### config.mk
export PLATFORM = sky130hd
export DESIGN_NAME = move_sched_flat
export DESIGN_NICKNAME = d
export VERILOG_FILES = /design/src/rtl/move_sched_if.sv /design/src/rtl/move_sched.sv /design/src/flat_wrapper.sv
export SDC_FILE = /design/constraint.sdc
export NUM_CORES = 1
export LEC_CHECK = 0
export ABC_AREA = 1
export BUFFER_PORTS_ARGS = -buffer_cell sky130_fd_sc_hd__buf_2
export CAP_MARGIN = 20
export CORE_AREA = 2 2 157 82
export DETAILED_ROUTE_END_ITERATION = 12
export DIE_AREA = 0 0 159 84
export PLACE_DENSITY = 0.75
export SKIP_CTS_REPAIR_TIMING = 1
export SLEW_MARGIN = 20
export SYNTH_ARGS = -nofsm -noshare
export SYNTH_HDL_FRONTEND = slang
export SYNTH_SLANG_ARGS = --single-unit
### constraint.sdc
create_clock -name clk -period 3.5 [get_ports clk]
set_clock_uncertainty 0.2 [all_clocks]
set_input_delay 0.175 -clock clk [delete_from_list [all_inputs] [get_ports clk]]
set_output_delay 0.175 -clock clk [all_outputs]
set_load 0.01 [all_outputs]
### src/rtl/move_sched_if.sv
// Command/response signal bundle between the UART side, move_sched and cmd_proc.
interface move_sched_if;
  logic [15:0] rx_cmd;
  logic        rx_cmd_rdy;
  logic        rx_clr;
  logic [15:0] cmd;
  logic        cmd_rdy;
  logic        clr_cmd_rdy;
  logic        send_resp;
  logic [7:0]  resp;
  logic        resp_vld;
  logic        fault;
  logic [3:0]  occ;

  modport master (
    output rx_cmd, rx_cmd_rdy, clr_cmd_rdy, send_resp,
    input  rx_clr, cmd, cmd_rdy, resp, resp_vld, fault, occ
  );
  modport slave (
    input  rx_cmd, rx_cmd_rdy, clr_cmd_rdy, send_resp,
    output rx_clr, cmd, cmd_rdy, resp, resp_vld, fault, occ
  );
endinterface

### src/rtl/move_sched.sv
// Move command queue: buffers host commands, issues them one at a time to cmd_proc,
// produces response bytes, times out stalled moves and honours the abort opcode.
module move_sched #(
  parameter int DEPTH    = 4,
  parameter int TMO_CLKS = 50_000_000
) (
  input logic        clk,
  input logic        rst_n,
  move_sched_if.slave bus
);
  localparam int AW = (DEPTH > 1) ? $clog2(DEPTH) : 1;

  typedef enum logic [1:0] {IDLE, ISSUE, WAIT} state_t;
  state_t state_q, state_d;

  logic [DEPTH-1:0][15:0] mem;
  logic [AW-1:0] wr_ptr, rd_ptr;
  logic [3:0]    occ_q;
  logic [25:0]   timer;
  logic          pend_vld;
  logic [7:0]    pend;
  logic          rx_clr_q, cmd_rdy_q, resp_vld_q, fault_q;
  logic [15:0]   cmd_q;
  logic [7:0]    resp_q;

  logic take, is_abort, full, push, ovf, flush, post;
  logic load, pop, withdraw, done, tmo;

  assign take     = bus.rx_cmd_rdy & ~rx_clr_q;
  assign is_abort = take & (bus.rx_cmd[15:12] == 4'hF);
  assign full     = (occ_q == 4'(DEPTH));
  assign ovf      = take & ~is_abort & full;
  // A timeout flush also discards a word arriving on the same edge.
  assign push     = take & ~is_abort & ~full & ~tmo;
  assign flush    = is_abort | tmo;
  assign post     = is_abort | ovf;

  always_comb begin
    state_d  = state_q;
    load     = 1'b0;
    pop      = 1'b0;
    withdraw = 1'b0;
    done     = 1'b0;
    tmo      = 1'b0;
    case (state_q)
      IDLE: if (occ_q != 4'd0 && !is_abort) begin
        load    = 1'b1;
        state_d = ISSUE;
      end
      ISSUE: if (bus.clr_cmd_rdy) begin
        pop     = 1'b1;
        state_d = WAIT;
      end else if (is_abort) begin
        withdraw = 1'b1;
        state_d  = IDLE;
      end
      WAIT: if (bus.send_resp) begin
        done    = 1'b1;
        state_d = IDLE;
      end else if (timer == 26'(TMO_CLKS)) begin
        tmo     = 1'b1;
        state_d = IDLE;
      end
      default: state_d = IDLE;
    endcase
  end

  always_ff @(posedge clk or negedge rst_n)
    if (!rst_n) state_q <= IDLE;
    else        state_q <= state_d;

  // Storage carries no reset; occupancy decides what is valid.
  always_ff @(posedge clk)
    if (push) mem[wr_ptr] <= bus.rx_cmd;

  always_ff @(posedge clk or negedge rst_n) begin
    if (!rst_n) begin
      wr_ptr <= '0;
      rd_ptr <= '0;
      occ_q  <= 4'd0;
    end else if (flush) begin
      wr_ptr <= '0;
      rd_ptr <= '0;
      occ_q  <= 4'd0;
    end else begin
      if (push) wr_ptr <= wr_ptr + AW'(1);
      if (pop)  rd_ptr <= rd_ptr + AW'(1);
      case ({push, pop})
        2'b10:   occ_q <= occ_q + 4'd1;
        2'b01:   occ_q <= occ_q - 4'd1;
        default: occ_q <= occ_q;
      endcase
    end
  end

  always_ff @(posedge clk or negedge rst_n) begin
    if (!rst_n) begin
      rx_clr_q   <= 1'b0;
      cmd_q      <= 16'h0000;
      cmd_rdy_q  <= 1'b0;
      timer      <= 26'd0;
      fault_q    <= 1'b0;
      resp_q     <= 8'h00;
      resp_vld_q <= 1'b0;
      pend_vld   <= 1'b0;
      pend       <= 8'h00;
    end else begin
      rx_clr_q <= take;
      if (load) begin
        cmd_q     <= mem[rd_ptr];
        cmd_rdy_q <= 1'b1;
      end else if (pop || withdraw) begin
        cmd_rdy_q <= 1'b0;
      end
      if (pop)                  timer <= 26'd0;
      else if (state_q == WAIT) timer <= timer + 26'd1;
      if (tmo)       fault_q <= 1'b1;
      else if (push) fault_q <= 1'b0;
      // Completion/timeout bytes pre-empt the single pending slot.
      if (done) begin
        resp_q     <= 8'hA5;
        resp_vld_q <= 1'b1;
      end else if (tmo) begin
        resp_q     <= 8'hE2;
        resp_vld_q <= 1'b1;
      end else if (pend_vld) begin
        resp_q     <= pend;
        resp_vld_q <= 1'b1;
      end else begin
        resp_vld_q <= 1'b0;
      end
      pend_vld <= post | (pend_vld & (done | tmo));
      if (post) pend <= is_abort ? 8'h5A : 8'hE1;
    end
  end

  assign bus.rx_clr   = rx_clr_q;
  assign bus.cmd      = cmd_q;
  assign bus.cmd_rdy  = cmd_rdy_q;
  assign bus.resp     = resp_q;
  assign bus.resp_vld = resp_vld_q;
  assign bus.fault    = fault_q;
  assign bus.occ      = occ_q;
endmodule
### src/flat_wrapper.sv
// flat-port wrapper written by rule: the top's interface ports become plain ports
module move_sched_flat 
#(
  parameter int DEPTH    = 4,
  parameter int TMO_CLKS = 50_000_000
)
  (clk, rst_n, bus_rx_cmd, bus_rx_cmd_rdy, bus_clr_cmd_rdy, bus_send_resp, bus_rx_clr, bus_cmd, bus_cmd_rdy, bus_resp, bus_resp_vld, bus_fault, bus_occ);
  move_sched_if bus_i ();
  input logic clk;
  input logic rst_n;
  input wire logic [$bits(bus_i.rx_cmd)-1:0] bus_rx_cmd;
  input wire logic [$bits(bus_i.rx_cmd_rdy)-1:0] bus_rx_cmd_rdy;
  input wire logic [$bits(bus_i.clr_cmd_rdy)-1:0] bus_clr_cmd_rdy;
  input wire logic [$bits(bus_i.send_resp)-1:0] bus_send_resp;
  output wire logic [$bits(bus_i.rx_clr)-1:0] bus_rx_clr;
  output wire logic [$bits(bus_i.cmd)-1:0] bus_cmd;
  output wire logic [$bits(bus_i.cmd_rdy)-1:0] bus_cmd_rdy;
  output wire logic [$bits(bus_i.resp)-1:0] bus_resp;
  output wire logic [$bits(bus_i.resp_vld)-1:0] bus_resp_vld;
  output wire logic [$bits(bus_i.fault)-1:0] bus_fault;
  output wire logic [$bits(bus_i.occ)-1:0] bus_occ;
  assign bus_i.rx_cmd = bus_rx_cmd;
  assign bus_i.rx_cmd_rdy = bus_rx_cmd_rdy;
  assign bus_i.clr_cmd_rdy = bus_clr_cmd_rdy;
  assign bus_i.send_resp = bus_send_resp;
  assign bus_rx_clr = bus_i.rx_clr;
  assign bus_cmd = bus_i.cmd;
  assign bus_cmd_rdy = bus_i.cmd_rdy;
  assign bus_resp = bus_i.resp;
  assign bus_resp_vld = bus_i.resp_vld;
  assign bus_fault = bus_i.fault;
  assign bus_occ = bus_i.occ;
  move_sched #(.DEPTH(DEPTH), .TMO_CLKS(TMO_CLKS)) u_core (.clk(clk), .rst_n(rst_n), .bus(bus_i));
endmodule
# Word level (Yosys, flattened, before mapping)
# Index checks and enable logic that the tools add are counted.
[classes] n_lt_le_gt_ge=3 bitwise=15 addsub=5 eq_ne=10 muxes=42 n_reduce_logical=14
[ops] cell="64-bit bitwise mux" count=1
[ops] cell="26-bit 2-to-1 mux" count=2
[ops] cell="16-bit binary-select mux with 2-bit select" count=1
[ops] cell="16-bit demux with 2-bit select" count=1
[ops] cell="16-bit 2-to-1 mux" count=2
[ops] cell="8-bit 2-to-1 mux" count=4
[ops] cell="26-bit by 1-bit adder with 26-bit output, second input constant" count=1
[ops] cell="26-bit equality test, second input constant" count=1
[ops] cell="1-bit 2-to-1 mux" count=19
[ops] cell="2-bit 2-to-1 mux" count=9
[ops] cell="2-bit nonzero test" count=5
[ops] cell="4-bit one-hot mux with 2 select lines" count=1
[ops] cell="1-bit AND" count=7
[ops] cell="2-bit by 3-bit less-than comparator with 1-bit output, second input constant" count=2
[ops] cell="3-bit by 2-bit != test with 1-bit output, second input constant" count=2
[ops] cell="2-bit one-hot mux with 3 select lines" count=1
[ops] cell="3-bit nonzero test" count=2
[ops] cell="2-bit by 1-bit adder with 2-bit output, second input constant" count=2
[ops] cell="4-bit by 1-bit adder with 4-bit output, second input constant" count=1
[ops] cell="2-bit by 1-bit equality test with 1-bit output, second input constant" count=2
[ops] cell="2-bit equality test, second input constant" count=2
[ops] cell="4-bit by 3-bit equality test with 1-bit output, second input constant" count=1
[ops] cell="4-bit equality test, second input constant" count=1
[ops] cell="4-bit 2-to-1 mux" count=1
[ops] cell="other kinds (11)" count=18
[totals] elab_cells=106 ff_bits=137 in_bits=21

# Depth between registers and ports, before layout
# Gate-level depths: netlist (run 1).
[logic_depth] depth_word=10 depth_mapped=18 ltp_nobuf=18

# Worst setup path after synthesis (run 1)
# Ideal clock, no wire load.
[synth_timing] path_type="register -> register" start="register u_core.timer[0]" end="register u_core.occ_q[2] (netlist: u_core.bus.occ[2])" period_less_slack_ns=2.458 path_stages_with_launch=18 arrival_time_ns=2.180 n_path_buf=0 slack_ns=1.042 required_time_ns=3.222 cell_sequence="dfrtp_1 > inv_1 > ha_1 > inv_1 > nor2_1 > nand3_1 > nor2_1 > nand3_2 > nand2_1 > ha_1 > nand2_1 > inv_1 > nor2_1 > ha_1 > a21oi_1 > xnor2_1 > nand2_1 > a21oi_1"
[synth_between] elab_chain_len=9
[synth_lines] element="from (decl)" line="move_sched.sv:19" text="logic [25:0] timer;"
[synth_lines] element="from (signal assigned)" line="move_sched.sv:116" text="else if (state_q == WAIT) timer <= timer + 26'd1;"
[synth_lines] element="26-bit equality test *" line="move_sched.sv:60" text="end else if (timer == 26'(TMO_CLKS)) begin"
[synth_lines] element="1-bit 2-to-1 mux *" line="move_sched.sv:60"
[synth_lines] element="1-bit 2-to-1 mux *" line="move_sched.sv:57" text="WAIT: if (bus.send_resp) begin"
[synth_lines] element="1-bit 2-to-1 mux *" line="move_sched.sv:45" text="case (state_q)"
[synth_lines] element="1-bit NOT" line="move_sched.sv:34" text="assign push = take & ~is_abort & ~full & ~tmo;"
[synth_lines] element="1-bit AND" line="move_sched.sv:34"
[synth_lines] element="2-bit by 1-bit equality test with 1-bit output / 2-bit equality test (equally long branches)" line="move_sched.sv:88" text="case ({push, pop})"
[synth_lines] element="4-bit one-hot mux with 2 select lines" line="move_sched.sv:88"
[synth_lines] element="4-bit 2-to-1 mux" line="move_sched.sv:81" text="end else if (flush) begin"
[synth_lines] element="to (signal assigned)" line="move_sched.sv:89" text="2'b10: occ_q <= occ_q + 4'd1;"
[synth_lines] element="to (signal assigned)" line="move_sched.sv:90" text="2'b01: occ_q <= occ_q - 4'd1;"
[synth_lines] element="to (signal assigned)" line="move_sched.sv:91" text="default: occ_q <= occ_q;"
[synth_lines] element="to (decl)" line="move_sched.sv:18" text="logic [3:0] occ_q;"
# Mark *: on every way between the ends. The rest lies on a longest branch, timed or not.
# A chain may end at the register's enable or synchronous reset.

# Worst setup path in the final report (run 1)
[layout_timing] start="register u_core.timer[1]" end="register u_core.occ_q[2] (netlist: u_core.bus.occ[2])"
# The elaborated chain is that of the path after synthesis.

==> results.md, run 1 <==
- 1st-pass router iterations: 5
- Yosys top cell by area: edfxtp_1
- Initial antenna violation count: 0
- WL final: 14.0 mm
- Maximum vdd drop: around 0.41 mV
- Antenna Cells: 0
- Arrival @ worst endpoint: 3.19 ns
- Max stage delay on crit path: 0.43 ns
- # rows: 29
- Post-synth EDFFs: 64
- Pwr/cell area: approximately 770 nW/um^2
- Final Cycle Share: 87.3%
- Min-Delay Path Class: in -> async
- Share of layout cells above drive strength 1: ~16%
- Slowest-stage cell, CP: dfrtp_1
- Worst Path Required: around 3.6 ns
- Synth Instances: roughly 640
- Worst Path Max Fanout: 12
- Internal Dissipation: 3.51 mW
- Flop-to-flop setup slack: 0.44 ns
- Comb pwr share: 29.3%
- Sequential area share after synthesis: between 60% and 70%
- Outcome: completed
- Maxcap violations: 0
- Vias in the first global route: 4473
- Final GP Congestion: 0.936
- Post-route worst setup slack: about 0.44 ns
- Die Height: 84 um
- Synth unique cells: 35
- TritonCTS clock tree: yes
- Netlist Area Pre-Place: a little under 6000 um^2
- Die X: between 150 and 200 um
- Syn_nets: 667
- R2r endpoint: u_core.bus.occ[2]
- First-pass GRT wire length: 23.2 mm
- Final Hold Viols: 0
- Crit-path cells: inv_1 > ha_1 > inv_1 > nor2_1 > nand3_1 > nor2_1 > nand3_2 > nand2_1 > ha_1 > nand2_1 > inv_1 > nor2_1 > ha_1 > a21oi_1 > xnor2_1 > nand2_1 > a21oi_1
- Synth area leaders: edfxtp_1, dfrtp_1, nand2_1
- Initial core utilization: 48.5%
- CTS Buffer Depth: 2
- Final net count: between 700 and 800
- Dpl hpwl: 9.52 mm
- Setup crit start kind: flip-flop
- Slew headroom: between 30% and 40%
- Antenna Nets Post-Route: 0
- Clk sinks: 130
- DRC: 0
- Worst r2r path cells: 17
- Port-buffer cells: 52
- Syn. warnings: 0
- Worst setup EP type: flip-flop
- Detailed Route Iter0 Violations: roughly 460
- Die area: around 13000 um^2
- Via density: 5.23
- Area delta synth->final: 20.9%
- RSZ-0062 raised after global routing: no
- Final setup violating endpoints: 0
- Reg power frac: 39.0%
- Slew at the pin closest to its max-slew limit: roughly 1.0 ns
- Setup TNS Final: 0 ns
- Grt ovf: 0
- Core Region: approximately 12000 um^2
- # H-tree levels: 4
- Synth Area per Inst: ~9.3 um^2
- Tot GR Track Use: 22.6%
- Synthesis-stage register bit count: 130
- Synth top area share: 32.5%
- Minimum clock period: slightly above 3 ns
- Clock buffer count from CTS: 17
- Final Util: 58.6%
- Max-slew violations: 0
- Clock Tree Root: clkbuf_16
- Commonest cells after routing, fill and taps aside: nand2_1, nor2_1, dfrtp_1, inv_1, edfxtp_1
- Worst Setup SP: u_core.timer[1]
- Synth Flop Type: dfrtp_1
- I/O pin count: 53
- Crit path kind: reg -> reg
- NetSw: between 1.5 and 2 mW
- Reg clk slew, reported paths: ~0.06 ns
- Sw frac: 35.9%
- Clk pwr share: a little under a third
- Reg-to-reg critical path startpoint: u_core.timer[1]
- Routed len/inst: about 16 um
- Dpl ws: between 0.4 and 0.5 ns
- Largest net degree at the start of global routing: 39
- Most common cell after layout, fill and taps aside: nand2_1
- Via count: around 4700
- Clock Latency Late Sink: 0.42 ns
- P_leak: between 3 and 4 nW
- Ys async rst share: 50.8%
- Fmax: about 0.33 GHz
-- sequential cells by signal, indices dropped and copies added (netlist names) --
name	flops
u_core.bus.cmd	16
u_core.bus.cmd_rdy	1
u_core.bus.fault	1
u_core.bus.occ	4
u_core.bus.resp	6
u_core.bus.resp_vld	1
u_core.bus.rx_clr	1
u_core.mem	64
u_core.pend	3
u_core.pend_vld	1
u_core.rd_ptr	2
u_core.state_q	2
u_core.timer	26
u_core.wr_ptr	2
-- worst max-delay path: cells and delay by family, from the launching register on --
family	cells	cell delay, ns
XOR/XNOR	1	0.13
buffers and inverters	3	0.23
adder cells (fa/ha/maj)	3	0.62
AND/OR/NAND/NOR	8	1.10
AO/OA/AOI/OAI	2	0.27
flip-flops	1	0.43
-- kinds of logic (layout without fill, tap and decap cells) --
kind of cell               Yosys count  in the layout  share of synthesized area, %
and+or+nand+nor                    323            323                          23.3
adders and majority gates            9              9                          1.91
muxes                                1              1                         0.169
AOI/OAI and AO/OA                   85             85                          7.79
xor gates and xnor gates             4              4                         0.593
buffers and inverters               85            181                          5.78
DFF                                130            130                          60.5
-- worst max path at each step --
stage | to | slack [ns]
global route | u_core.bus.occ[2] | 0.21
detailed placement | u_core.bus.occ[2] | 0.47
global placement | u_core.bus.occ[2] | 0.69
CTS | u_core.bus.occ[2] | 0.47
finish | u_core.bus.occ[2] | 0.44
floorplan | u_core.bus.occ[2] | 1.04
-- area by class of cell --
type / count / area [um^2]
well taps: 170 / 213
fillers: 1041 / 5050
repair buffers: 80 / 520
flip-flops and latches: 130 / 3570
clock inverters: 15 / 159
multi-input cells: 422 / 1990
inverters: 69 / 259
clock buffers: 17 / 425
-- routing by layer --
metal  routed length, um  track usage (%)
met3                1110             5.76
met2                5910             32.3
met1                6910             33.8
met4                 125             6.53
met5                   0                0
-- power by group through the flow --
stage          sequential, mW  clock (mW)  combinational [mW]
2_1_floorplan            2.18           0                1.00
3_3_place_gp             2.14           0                1.51
3_5_place_dp             2.16           0                1.59
4_1_cts                  2.14        1.76                1.59
5_1_grt                  2.17        1.84                1.83
6_report                 2.14        1.74                1.60
-- cells in the mapped netlist, types with 2 or more instances --
| cell | instances |
|---|---|
| a21oi_1 | 11 |
| a22oi_1 | 2 |
| and2_1 | 2 |
| buf_1 | 3 |
| buf_2 | 3 |
| buf_4 | 3 |
| clkbuf_1 | 6 |
| dfrtp_1 | 66 |
| edfxtp_1 | 64 |
| ha_1 | 9 |
| inv_1 | 65 |
| inv_2 | 4 |
| nand2_1 | 177 |
| nand2_2 | 8 |
| nand3_1 | 22 |
| nand3_2 | 3 |
| nand4_1 | 15 |
| nor2_1 | 82 |
| nor2_2 | 2 |
| nor2_4 | 4 |
| nor3_1 | 5 |
| o21ai_0 | 49 |
| o21ai_1 | 3 |
| o22ai_1 | 16 |
| xnor2_1 | 2 |
| xor2_1 | 2 |
-- metrics by stage --
| step | std cells | power (mW) | instance area [um^2] | hold WS [ns] |
|---|---|---|---|---|
| finish | 903 | 5.48 | 7140 | 0.256 |
| global route | 903 | 5.85 | 7140 | 0.295 |
| CTS | 883 | 5.49 | 6940 | -0.280 |
| detailed placement | 851 | 3.74 | 6360 | 0.157 |
| global placement | 851 | 3.65 | 6360 | 0.140 |
| floorplan | 637 | 3.19 | 5910 | -0.321 |
Note: power is estimated with default switching activity, not from simulation.
==> run 2: changes to the inputs <==
CORE_AREA = 2 2 103 125   (was 2 2 157 82)
DIE_AREA = 0 0 105 127   (was 0 0 159 84)
PLACE_DENSITY = 0.74   (was 0.75)
==> run 2 against run 1 <==
Critical path depth stayed put. Non-clock buffer count down 1. Utilization rose by 1.1 points. Final area grew 0.32%. Sequential power barely moved. Clock power grew 9%. Total power is 2.4% higher. Count of clock-buffer cells in the layout up 4. Global-route usage decreased by 1.9 points. Critical endpoint unchanged.
==> results.md, run 2 (synthesis gave the netlist of run 1 again) <==
- Outcome: completed
- Clk pwr share: 33.8%
- Port-buffer cells: 52
- Maxcap violations: 0
- Commonest cells after routing, fill and taps aside: nand2_1, nor2_1, dfrtp_1, inv_1, edfxtp_1
- Met1 usage: 24.4%
- Final GP Congestion: a little under 0.9
- Placed Area: around 6300 um^2
- Crit path kind: reg -> reg
- Clock buffer count from CTS: 17
- Reg-to-reg critical path startpoint: u_core.timer[0]
- Detailed Route Iter0 Violations: roughly 240
- Area of the multi-input gates: approximately 2000 um^2
- First-pass GRT wire length: ~22 mm
- Fmax: around 0.34 GHz
- Slowest-stage cell, CP: dfrtp_1
- Clk sinks: 130
- Final net count: 749
- Share of layout cells above drive strength 1: between 10 and 15%
- Most Crowded Layer GR: met2
- Minimum clock period: slightly below 3 ns
- Most common cell after layout, fill and taps aside: nand2_1
- I/O pin count: 53
- Max reg flops: 64
- Design area: between 7000 and 8000 um^2
- Die X: 105 um
- Antenna Cells: 0
- Flop-to-flop setup slack: roughly 0.52 ns
- Die area: 13300 um^2
- Register with the most flip-flops: u_core.mem
- 1st-pass router iterations: 8
- Post-Layout Cell Count: roughly 890
- Dpl ws: ~0.57 ns
- Final Cycle Share: about 85%
- Via density: around 5.2
- Worst setup EP type: flip-flop
- DRC: 0
- Worst Path Max Fanout: 12
- Worst r2r path cells: 17
- Placed insts: about 840
- Setup crit start kind: flip-flop
- Fin Hold WS: approximately 0.020 ns
- Core Region: approximately 12000 um^2
- Initial core utilization: just under 50%
- Via count: approximately 4700
- Setup TNS Final: 0 ns
- Vias in the first global route: ~4700
- CTS Buffer Depth: 2
- Crit-path cells: inv_1 > ha_1 > inv_1 > nor2_1 > nand3_1 > nor2_1 > nand3_2 > nand2_1 > ha_1 > nand2_1 > inv_1 > nor2_1 > ha_1 > a21oi_1 > xnor2_1 > nand2_1 > a21oi_1
- P_leak: 3.21 nW
- Min-Delay Path Class: in -> async
- Die Height: between 100 and 150 um
- Area delta synth->final: 21.3%
- # H-tree levels: 4
- Worst Setup SP: u_core.timer[0]
- Routed len/inst: ~15 um
- Largest net degree at the start of global routing: between 50 and 60
- Reg area: ~3600 um^2
- Max stage delay on crit path: 0.41 ns
- Final setup violating endpoints: 0
- Grt ovf: 0
- GR Layer Usage met2: ~34%
- Max-slew violations: 0
- Final Hold Viols: 0
- Maximum vdd drop: 0.525 mV
- Internal Dissipation: roughly 3.7 mW
- Clock Latency Late Sink: roughly 0.42 ns
- Initial antenna violation count: 0
- Worst Path Required: ~3.6 ns
- Reg power frac: approximately 38%
- Clock Tree Root: clkbuf_16
- RSZ-0062 raised after global routing: no
- WL final: between 10 and 15 mm
- Tot GR Track Use: 20.6%
- Reg clk slew, reported paths: around 0.06 ns
- Final Util: 59.7%
- Filler Cells Inserted: roughly 1000
- Post-route worst setup slack: between 0.5 and 0.6 ns
- R2r endpoint: u_core.bus.occ[2]
- Comb pwr share: roughly 28%
- Antenna Nets Post-Route: 0
- # rows: 44
- Dpl hpwl: 8.32 mm
- Pwr/cell area: between 700 and 800 nW/um^2
- Power, Total: 5.61 mW
- NetSw: 1.89 mW
- Slew at the pin closest to its max-slew limit: a little over 1 ns
- Slew headroom: about a third
- CP endpoint: u_core.bus.occ[2]
- TritonCTS clock tree: yes
- Sw frac: between 30% and 40%
- GR Util met3: 5.71%
- Arrival @ worst endpoint: between 3 and 4 ns
==> run 2: changes by cell type in the layout (fill, tap and decap cells not counted) <==
cell,previous run,this run
clkinv_1,0,2
bufinv_16,2,5
buf_4,8,7
clkinvlp_4,6,0
clkbuf_1,0,4
clkinv_4,2,1
inv_6,3,1
==> run 2: worst min-delay path by stage <==
stage                                    end  slack [ns]  cells past startpoint
after floorplan            u_core.bus.cmd[0]       -0.32                      0
after global placement      u_core.timer[11]        -0.1                      1
after detailed placement    u_core.timer[11]       -0.09                      1
after CTS                 u_core.bus.cmd[15]       -0.53                      1
after global routing      u_core.bus.cmd[15]        0.06                      2
final                     u_core.bus.cmd[15]        0.02                      2
==> run 2: power by group through the flow <==
stage | logic, mW | clock network (mW) | registers [mW]
final | 1.58 | 1.90 | 2.13
after global routing | 1.79 | 1.98 | 2.17
after CTS | 1.57 | 1.91 | 2.13
after detailed placement | 1.56 | 0 | 2.15
after global placement | 1.50 | 0 | 2.13
after floorplan | 1.00 | 0 | 2.18
==> run 2: worst max-delay path, delay by kind of cell, from the launching register on <==
family	cells	cell delay (ns)
flops	1	0.41
compound gates	2	0.26
buf+inv	3	0.22
fa+ha+maj	3	0.60
xor+xnor	1	0.13
simple gates	8	1.09
==> run 2: final cells by class <==
class / count / area share (%)
clock buffer: 21 / 6.15
clock inverter: 11 / 2.58
inverter: 69 / 3.61
multi-input combinational: 422 / 27.8
sequential: 130 / 49.9
tap: 161 / 2.81
timing repair buffer: 79 / 7.16
==> run 2: per-layer routing <==
metal | up-vias | wire (um) | share of wire (%)
met5 | - | 0 | 0
met4 | 0 | 294 | 2.2
met3 | 31 | 592 | 4.5
met2 | 133 | 6680 | 51
met1 | 2263 | 5620 | 43
li1 | 2260 | - | -
==> run 3: changes to the inputs <==
CORE_AREA = 2 2 95 115   (was 2 2 103 125)
DIE_AREA = 0 0 97 117   (was 0 0 105 127)
PLACE_DENSITY = 0.85   (was 0.74)
==> run 3 against run 2 <==
Sequential cell count is the same. Sequential share of layout area grew 0.078 points. Combinational power grew 4%. Hold slack gained 0.16 ns. First-iteration DRC count grew 46%. Maximum frequency shrank 4.6%. Setup slack lost 0.14 ns. Utilization grew 9.7 points. Critical path type unchanged. Highest routed layer unchanged.
==> results.md, run 3 (synthesis gave the netlist of run 1 again) <==
- Reg clk slew, reported paths: 0.06 ns
- Buffers & Inverters on Critical Path: 3
- Slew headroom: a little under half
- Final net count: roughly 750
- Max stage delay on crit path: around 0.42 ns
- NetSw: about 2 mW
- Filler Cells Inserted: 698
- Arrival @ worst endpoint: approximately 3.3 ns
- DRC: 0
- # rows: 41
- Commonest cells after routing, fill and taps aside: nand2_1, nor2_1, dfrtp_1, inv_1, edfxtp_1
- Port-buffer cells: 52
- Die X: just under 100 um
- Final Cycle Share: roughly nine tenths
- Via density: 5.56
- Power, Total: approximately 5.6 mW
- Reg power frac: a little under two fifths
- Crit path kind: reg -> reg
- Maximum vdd drop: between 0.5 and 0.6 mV
- Die Height: 117 um
- Max reg flops: 64
- Grt ovf: 0
- WL final: approximately 14 mm
- Clock Latency Late Sink: 0.42 ns
- Initial antenna violation count: 0
- First-pass GRT wire length: 21.7 mm
- Clock Tree Root: clkbuf_16
- Vias in the first global route: between 4000 and 5000
- P_leak: about 3.2 nW
- Cell family with most CP delay: simple AND/OR/NAND/NOR gates
- Clock buffer count from CTS: 17
- Final GP Congestion: about 0.89
- CTS Buffer Depth: 2
- Die area: 11300 um^2
- Antenna Cells: 0
- Area of the multi-input gates: ~2000 um^2
- Via count: ~4800
- # H-tree levels: 4
- Outcome: completed
- Final Hold Viols: 0
- Most common cell after layout, fill and taps aside: nand2_1
- TritonCTS clock tree: yes
- Fmax: roughly 0.32 GHz
- Initial core utilization: a little under three fifths
- Reg area: approximately 3600 um^2
- Min-Delay Path Class: in -> async
- Fin Hold WS: between 0.15 and 0.2 ns
- Worst setup EP type: flip-flop
- Max-slew violations: 0
- Final setup violating endpoints: 0
- Antenna Nets Post-Route: 0
- Maxcap violations: 0
- Pwr/cell area: 787 nW/um^2
- Sw frac: a little over a third
- Largest net degree at the start of global routing: 35
- Clk pwr share: between 30% and 40%
- Comb pwr share: 29.3%
- Share of layout cells above drive strength 1: between 10% and 20%
- Clk sinks: 130
- Worst Path Max Fanout: 12
- Worst Path Required: 3.64 ns
- Register with the most flip-flops: u_core.mem
- Routed len/inst: between 15 and 20 um
- Slowest-stage cell, CP: dfrtp_1
- Slew at the pin closest to its max-slew limit: slightly below 0.8 ns
- I/O pin count: 53
- Core Region: 10300 um^2
- Setup crit start kind: flip-flop
- Tot GR Track Use: 24.4%
- Dpl hpwl: about 8.4 mm
- Crit-path cells: inv_1 > ha_1 > inv_1 > nor2_1 > nand3_1 > nor2_1 > nand3_2 > nand2_1 > ha_1 > nand2_1 > inv_1 > nor2_1 > ha_1 > a21oi_1 > xnor2_1 > nand2_1 > a21oi_1
- 1st-pass router iterations: 5
- Detailed Route Iter0 Violations: about 350
- Area delta synth->final: 21.1%
- Minimum clock period: around 3.1 ns
- Setup TNS Final: 0 ns
- RSZ-0062 raised after global routing: no
- Internal Dissipation: ~3.6 mW
## run 3: worst register-to-register path, delay by kind of cell, from the launching register on
family,cells,cell delay (ns)
buffers and inverters,3,0.23
flip-flops,1,0.42
AND/OR/NAND/NOR,8,1.11
XOR/XNOR,1,0.14
adder cells (fa/ha/maj),3,0.64
AO/OA/AOI/OAI,2,0.30
## run 3: worst paths after layout
path / startpoint / slack [ns] / cells past startpoint / to
worst max-delay path: u_core.timer[0] / 0.37 / 17 / u_core.bus.occ[2]
min in group clk: u_core.bus.cmd[3] / 0.27 / 2 / u_core.bus.cmd[3]
worst max register to register: u_core.timer[0] / 0.37 / 17 / u_core.bus.occ[2]
worst min-delay path: rst_n / 0.18 / 2 / u_core.timer[9]
max in group asynchronous: rst_n / 2.15 / 3 / u_core.bus.cmd[9]
worst min register to register: u_core.bus.cmd[3] / 0.27 / 2 / u_core.bus.cmd[3]
## run 3: area by class of cell
class / count / area share (%)
Clock buffer: 17 / 5.95
Clock inverter: 15 / 2.71
Inverter: 69 / 3.62
Multi-Input combinational cell: 422 / 27.9
Sequential cell: 130 / 49.9
Tap cell: 129 / 2.26
Timing Repair Buffer: 81 / 7.66
## run 3: through the flow
| step | instances | util [%] | worst slack (ns) | cell area [um^2] |
|---|---|---|---|---|
| floorplan | 637 | - | 1.04 | 5910 |
| detailed placement | 810 | 61.2 | 0.423 | 6310 |
| global placement | 810 | 61.2 | 0.733 | 6310 |
| global route | 863 | 69.4 | 0.130 | 7160 |
| finish | 863 | 69.4 | 0.373 | 7160 |
| CTS | 842 | 67.2 | 0.380 | 6930 |
## run 3: metal layers
layer / vias to the layer above / wire length [um] / share of wire, % / global-route usage, %
met5: - / 0 / 0 / 0
met4: 0 / 261 / 1.9 / 11.1
met3: 30 / 818 / 6.0 / 6.53
met2: 170 / 7260 / 53 / 43.1
met1: 2330 / 5340 / 39 / 28.4
li1: 2266 / - / - / -
## run 3: power by group through the flow
stage / logic (mW) / clock network [mW] / registers (mW)
after floorplan: 1.00 / 0 / 2.18
after global placement: 1.48 / 0 / 2.14
after detailed placement: 1.56 / 0 / 2.15
after CTS: 1.59 / 1.86 / 2.12
after global routing: 1.85 / 1.93 / 2.16
final: 1.65 / 1.86 / 2.13
